## src/rtl/pwm_dac_player.sv

```systemverilog
// Sample player: buffers 16-bit samples in a FIFO, pops one per sample tick
// and reproduces its top WIDTH bits as a glitch-free PWM duty cycle.
module pwm_dac_player #(
  parameter int WIDTH         = 8,
  parameter int CLOCK_FREQ    = 100_000_000,
  parameter int SAMPLING_FREQ = 2000,
  parameter int FIFO_DEPTH    = 16
) (
  input  logic                          clk,
  input  logic                          reset,
  input  logic                          enable,
  input  logic [15:0]                   sample_in,
  input  logic                          sample_valid,
  output logic                          sample_ready,
  output logic                          pwm_out,
  output logic                          underrun,
  output logic [$clog2(FIFO_DEPTH):0]   fifo_count
);

  localparam int TICK_DIV = CLOCK_FREQ / SAMPLING_FREQ;
  localparam int TICK_W   = $clog2(TICK_DIV);
  localparam int AW       = $clog2(FIFO_DEPTH);
  localparam int CNT_W    = AW + 1;

  localparam logic [TICK_W-1:0] TICK_LAST = TICK_W'(TICK_DIV - 1);
  localparam logic [WIDTH-1:0]  PWM_LAST  = '1;
  localparam logic [CNT_W-1:0]  DEPTH_C   = CNT_W'(FIFO_DEPTH);

  if (TICK_DIV < (1 << WIDTH)) begin : g_bad_div
    $error("pwm_dac_player: sample period shorter than one PWM period");
  end
  if ((FIFO_DEPTH < 2) || ((FIFO_DEPTH & (FIFO_DEPTH - 1)) != 0)) begin : g_bad_depth
    $error("pwm_dac_player: FIFO_DEPTH must be a power of 2 and at least 2");
  end

  function automatic logic [WIDTH-1:0] sample_to_duty(input logic [15:0] s);
    return s[15 -: WIDTH];
  endfunction

  logic [15:0]       mem [FIFO_DEPTH];
  logic [AW-1:0]     wr_ptr;
  logic [AW-1:0]     rd_ptr;
  logic [CNT_W-1:0]  count;
  logic [TICK_W-1:0] tick_cnt;
  logic [WIDTH-1:0]  pwm_cnt;
  logic [WIDTH-1:0]  pending_duty;
  logic [WIDTH-1:0]  active_duty;
  logic              push;
  logic              pop;
  logic              tick;
  logic              empty;

  // Ready depends only on the registered count, so a pop frees space one cycle later.
  assign sample_ready = !reset && (count < DEPTH_C);
  assign push         = sample_valid && sample_ready;
  assign tick         = enable && (tick_cnt == TICK_LAST);
  assign empty        = (count == '0);
  assign pop          = tick && !empty;
  assign fifo_count   = count;

  // Stage 0: sample FIFO
  always_ff @(posedge clk) begin
    if (push) begin
      mem[wr_ptr] <= sample_in;
    end
  end

  always_ff @(posedge clk) begin
    if (reset) begin
      wr_ptr <= '0;
      rd_ptr <= '0;
      count  <= '0;
    end else begin
      if (push) begin
        wr_ptr <= wr_ptr + 1'b1;
      end
      if (pop) begin
        rd_ptr <= rd_ptr + 1'b1;
      end
      case ({push, pop})
        2'b10:   count <= count + 1'b1;
        2'b01:   count <= count - 1'b1;
        default: count <= count;
      endcase
    end
  end

  // Stage 1: sample tick, pop into pending_duty
  always_ff @(posedge clk) begin
    if (reset || !enable) begin
      tick_cnt <= '0;
    end else if (tick) begin
      tick_cnt <= '0;
    end else begin
      tick_cnt <= tick_cnt + 1'b1;
    end
  end

  always_ff @(posedge clk) begin
    if (reset) begin
      underrun     <= 1'b0;
      pending_duty <= '0;
    end else begin
      underrun <= tick && empty;
      if (pop) begin
        pending_duty <= sample_to_duty(mem[rd_ptr]);
      end
    end
  end

  // Stage 2: duty latched only at the period wrap, then compared against pwm_cnt
  always_ff @(posedge clk) begin
    if (reset) begin
      active_duty <= '0;
    end else if (enable && (pwm_cnt == PWM_LAST)) begin
      active_duty <= pending_duty;
    end
  end

  always_ff @(posedge clk) begin
    if (reset || !enable) begin
      pwm_cnt <= '0;
      pwm_out <= 1'b0;
    end else begin
      pwm_cnt <= pwm_cnt + 1'b1;
      pwm_out <= (pwm_cnt < active_duty);
    end
  end

endmodule

```

## config.mk

```make
export PLATFORM = sky130hd
export DESIGN_NAME = pwm_dac_player
export DESIGN_NICKNAME = d
export VERILOG_FILES = /design/src/rtl/pwm_dac_player.sv
export SDC_FILE = /design/constraint.sdc
export NUM_CORES = 1
export LEC_CHECK = 0
export ABC_AREA = 1
export BUFFER_PORTS_ARGS = -buffer_cell sky130_fd_sc_hd__buf_4
export CORE_AREA = 2 2 147 149
export DETAILED_ROUTE_END_ITERATION = 8
export DIE_AREA = 0 0 149 151
export PLACE_DENSITY_LB_ADDON = 0.05
export SETUP_SLACK_MARGIN = 0.15
export SYNTH_ARGS = -nofsm -noshare
export SYNTH_HDL_FRONTEND = slang
export SYNTH_SLANG_ARGS = --single-unit
```

## constraint.sdc

```tcl
create_clock -name clk -period 3.62 [get_ports clk]
set_input_delay 1.086 -clock clk [delete_from_list [all_inputs] [get_ports clk]]
set_output_delay 1.086 -clock clk [all_outputs]
set_load 0.005 [all_outputs]
```

* Word level (Yosys, flattened, before mapping)
Memories as Yosys holds them, arrays and structs flattened. A register that Yosys moved wholly into a read port is not among the register bits.
Cells that the tools add are included.
** Storage, ports and cells
- Bits of input ports :: 20
- Word-level logic and storage cells :: 37
- Memory bits (writable) :: 256
- Output and inout port bits :: 8
- Memories kept :: 1
- Register bits :: 47
** Cells by class
- Equal/unequal tests :: 4
- Reductions and logical operators :: 13
- Muxes and demuxes :: 3
- Add/subtract/negate cells :: 6
- Magnitude comparators :: 2
** Memory list
- mem :: depth 16, width 16, rd ports 1, clocked after memory_dff 1, wr ports 1, line 40 : logic [15:0] mem [FIFO_DEPTH];
** Operators with widths (count)
- adder 16 x 1 -> 16 bit, second input constant :: 1
- == test 16 bit, second input constant :: 1
- case mux 5 bit (2 select lines) :: 1
- adder 4 x 1 -> 4 bit, second input constant :: 2
- adder 8 x 1 -> 8 bit, second input constant :: 1
- == test 8 bit, second input constant :: 1
- less-than comparator 8 bit :: 1
- logical AND 1 bit :: 6
- adder 5 x 1 -> 5 bit, second input constant :: 1
- zero test 5 bit :: 1
- less-than comparator 5 bit, second input constant :: 1
- subtractor 5 x 1 -> 5 bit, second input constant :: 1
- zero test 1 bit :: 3
- == test 2 x 1 -> 1 bit, second input constant :: 1
- == test 2 bit, second input constant :: 1
- two-way mux 1 bit :: 2
- nonzero test 2 bit :: 1
- OR reduction 2 bit :: 1
- logical OR 1 bit :: 1

* Depth between registers and ports, before layout
- Word-level depth :: 5
- Gate-level depth with buffers :: 17

* Worst setup path before layout
Ideal clock, no wire load.
- Path kind :: input to register
- Start point :: input port enable
- End point :: register count[4], in the netlist fifo_count[4]
- Setup slack :: 0.809 ns
- Arrival time :: 2.741 ns
- Path buffers :: 0
- Stages :: 14
- Data required time :: 3.550 ns
- Cell sequence :: nand2_2 > nor2_4 > nand4_4 > clkinv_4 > ha_1 > inv_1 > fa_1 > inv_1 > nand2_1 > a21boi_0 > o21bai_1 > nand2_1 > nand2_1 > a21oi_1
** On the way
- Cells in the longest elaborated chain, start to end :: 4
** RTL lines
- from (decl) :: line 11 : input logic enable,
- logical AND 1 bit (*) :: line 56 : assign tick = enable && (tick_cnt == TICK_LAST);
- logical AND 1 bit (*) :: line 58 : assign pop = tick && !empty;
- via pop :: line 49 : logic pop;
- == test 2 x 1 -> 1 bit or == test 2 bit (tied branches) :: line 80 : case ({push, pop})
- case mux 5 bit (2 select lines) or nonzero test 2 bit (tied branches)
- to (signal assigned) :: line 81 : 2'b10: count <= count + 1'b1;
- to (signal assigned) :: line 82 : 2'b01: count <= count - 1'b1;
- to (signal assigned) :: line 83 : default: count <= count;
- to (decl) :: line 43 : logic [CNT_W-1:0] count;
Mark *: on every way through the listed nets, which the timed path passes. The rest lies on a longest branch.
A chain may end at the register's enable or synchronous reset.

* Worst setup path after layout
Same ends and word-level chain as after synthesis.

==> results summary <==
The actual transition at the worst max-transition pin is about 1.2 ns. The number of detailed-route iterations in the first pass is 7. The post-placement cell area came out at 8730 um^2. The tightest min-delay check is of the flop to flop type.

The post-cts resize count came out at 0. Setup repair after global routing left no endpoint under its margin. The count of flip-flops with a built-in enable after synthesis came out at about 130. Sorting the synthesized cells by how often they occur yields nand2_1 (271), edfxtp_1 (128), inv_1 (125). For this block, the initial DRC count from the detailed router was approximately 270. The total power consumption of the routed design is 4210 uW. Across the routed clock network, the largest skew measured is approximately 0.016 ns. The hold-fix buffer count after cts is 0. The number of nets in the synthesized netlist is between 900 and 1000. The mean routed wirelength per cell is between 15 and 20 um. The relative max-transition margin came out at 0.177. The number of different library cells used by synthesis comes to 38. The horizontal extent of the die is approximately 150 um. The maximum achievable frequency is 355 MHz. Fill cells in the final layout number roughly 2100.

Clock latency on the worst-skew pair, taken at its later pin, is ~0.44 ns. The initial antenna violation count is 0. The maximum number of pins on one net before global-route repair came out at a little under 70.

The worst setup path is launched from a primary input. In this run the standard cell core region covers between 20000 and 25000 um^2. For this run, the total global-route usage over all layers was measured as 0.172. The detailed-placement wirelength estimate came out at around 11 mm.

The die covers 22500 um^2. The DRC violation count after routing is 0. The share of the synthesized area in the top cell type is 0.464. The number of nets with antenna violations after routing is 0. The post-CTS repair timing setup buffer count is 0. CTS placed an instance of clkbuf_16 at the clock tree root. The leakage power came out at 0.00389 uW. The layout net count is between 900 and 1000. Yosys printed 0 warnings. The register clock-pin slew on the reported worst setup and hold paths is ~0.070 ns. In the post-synthesis netlist, the biggest area contributors are edfxtp_1 (46%), dfxtp_1 (13%), nand2_1 (12%), nand3_1 (6.2%), inv_1 (5.7%). The mean instance size in the synthesized netlist came out at 9.16 um^2. During I/O placement, the number of pins put on the boundary was 28. With fillers left out, the area of the finished cells amounts to a little over 9000 um^2. The number of vias after detailed routing came out at 5734.

After synthesis the netlist holds a flip-flop and latch count of 183. The share of synthesized area occupied by flip-flops and latches is 0.597. The number of slew-limit violations in the final report is 0.

The growth of design area from synthesis to finish is 12.4%. Summing all multi-input logic gate instances after layout gives ~2700 um^2. The count of endpoints failing setup in the final report came out at 0. Of the cells placed in the final design, the portion with a size suffix greater than 1 is 0.101. Max-cap violations in this run came to 0. The via count of the first global-routing pass is approximately 5500. The clock period minus worst slack is around 2.8 ns.

The worst vdd rail ir drop is approximately 0.3 mV. The number of diodes added for antenna fixing came out at 0. The count of placed standard cells including taps is roughly 1200. The vias per cell is ~4.7. The maximum level of the CTS H-tree is 4.

The dominant cell by count in the synthesized netlist is nand2_1. The wire length of the first global-routing pass is a little under 30 mm. The kind of end point of the critical path is a flop. Of all nets on the critical path, the largest fanout is 10. The height of the die is around 150 um. The most common flop cell mapped by yosys is edfxtp_1. The setup slack of the most critical reg-to-reg path is around 0.86 ns.

Data arrives at the worst endpoint at around 3.2 ns. For this block, the routed nets add up to about 18 mm of wire. The critical path in this run is classified as primary input to flop. The part of the cycle the worst path needs came out at 0.778. The most area-hungry cell type in the Yosys netlist is edfxtp_1.

The count of port buffers added during placement came out at 19. Registers take roughly 5000 um^2. The total global routing overflow came out at 0.

The accumulated negative setup slack is 0 ns. TritonCTS built the clock tree. The required time of the critical path is 3.99 ns. In the synthesized netlist the async set-or-reset flop fraction comes to 0. The maximum number of buffers from clock root to sink came out at 2. The cell count after synthesis came out at 904. The starting density of the core came out at 0.398. At the end of routability-driven placement, the weighted congestion stood at about 0.8. The flow ran to the end, and the final reports show no timing, DRC or antenna violations.

The power density over cell area came out at approximately 450 nW/um^2. The clock sink total came out at 183. The number of failing hold endpoints at the final stage is 0.

The clock buffer count from CTS came out at 17. The mapped netlist covers roughly 8300 um^2. The number of rows in the core area came out at 53. The number of non-filler instances in the completed layout came out at around 1200.
==> power by group <==
group	switching, uW	internal, uW	total [uW]
clock	864	980	1840
combinational	78.2	31.7	110
sequential	9.28	2250	2260
total	951	3260	4210
==> logic make-up (layout without fill, tap and decap cells) <==
| kind of cell | count (synthesis) | count (layout) | share of synthesized area |
|---|---|---|---|
| AOI/OAI and AO/OA | 43 | 43 | 0.0284 |
| xor gates and xnor gates | 10 | 10 | 0.0106 |
| adders and majority gates | 19 | 19 | 0.0296 |
| buffers and inverters | 163 | 201 | 0.0811 |
| DFF | 183 | 183 | 0.597 |
| and+or+nand+nor | 486 | 486 | 0.253 |
==> path summary, 6_finish.rpt <==
check / cells after the start / start / to
max: 15 / enable / fifo_count[4]
min: 1 / tick_cnt[0] / tick_cnt[0]
max reg2reg: 15 / tick_cnt[0] / fifo_count[4]
min reg2reg: 1 / tick_cnt[0] / tick_cnt[0]
==> registers in the layout, indices dropped and copies added, names as in the netlist <==
signal / count
tick_cnt: 16
rd_ptr: 4
underrun: 1
active_duty: 8
wr_ptr: 4
pwm_cnt: 8
pending_duty: 8
pwm_out: 1
fifo_count: 5
mem: 128
==> layout make-up <==
class                           count  area share
Tap cell                          275      0.0369
Clock inverter                     15      0.0169
Timing Repair Buffer               36      0.0290
Sequential cell                   183       0.531
Multi-Input combinational cell    558       0.286
Inverter                          133      0.0541
Clock buffer                       17      0.0457
==> placed cells by master (no fill, tap or decap), drive strengths merged <==
cell,netlist,layout
nor2,85,85
nor3,9,9
xnor2,3,3
a31oi,1,1
bufinv,0,1
a21boi,1,1
a211oi,1,1
a21oi,27,27
ha,18,18
buf,27,36
inv,131,140
clkinvlp,0,2
edfxtp,128,128
nand4,7,7
nor3b,2,2
nand2,276,276
dfxtp,55,55
o21bai,1,1
fa,1,1
clkinv,2,5
clkbuf,3,17
nor4,1,1
nand3,104,104
o21ai,12,12
xor2,7,7
nand3b,2,2
==> per-stage QoR <==
step / utilization / setup WS [ns] / hold slack, ns
6_report: 0.447 / 0.804 / 0.450
5_1_grt: 0.447 / 0.586 / 0.488
2_1_floorplan: - / 0.809 / 0.418
3_5_place_dp: 0.419 / 0.337 / 0.443
3_3_place_gp: 0.419 / 0.385 / 0.431
4_1_cts: 0.447 / 0.795 / 0.455
==> critical path, stage by stage <==
cell and delay [ns]:
buf_4 0.14, nand2_2 0.08, nor2_4 0.12, nand4_4 0.21, clkinv_4 0.17, ha_1 0.28, inv_1 0.08, fa_1 0.41
inv_1 0.08, nand2_1 0.06, a21boi_0 0.17, o21bai_1 0.08, nand2_1 0.06, nand2_1 0.05, a21oi_1 0.11
==> metal layers <==
layer	vias up	GRT usage	share of wire
met3	25	0.0346	0.038
met4	0	0.0681	0.026
met2	100	0.290	0.48
li1	2950	-	-
met5	-	0	0
met1	2659	0.218	0.46
Note: power is estimated with default switching activity, not from simulation.
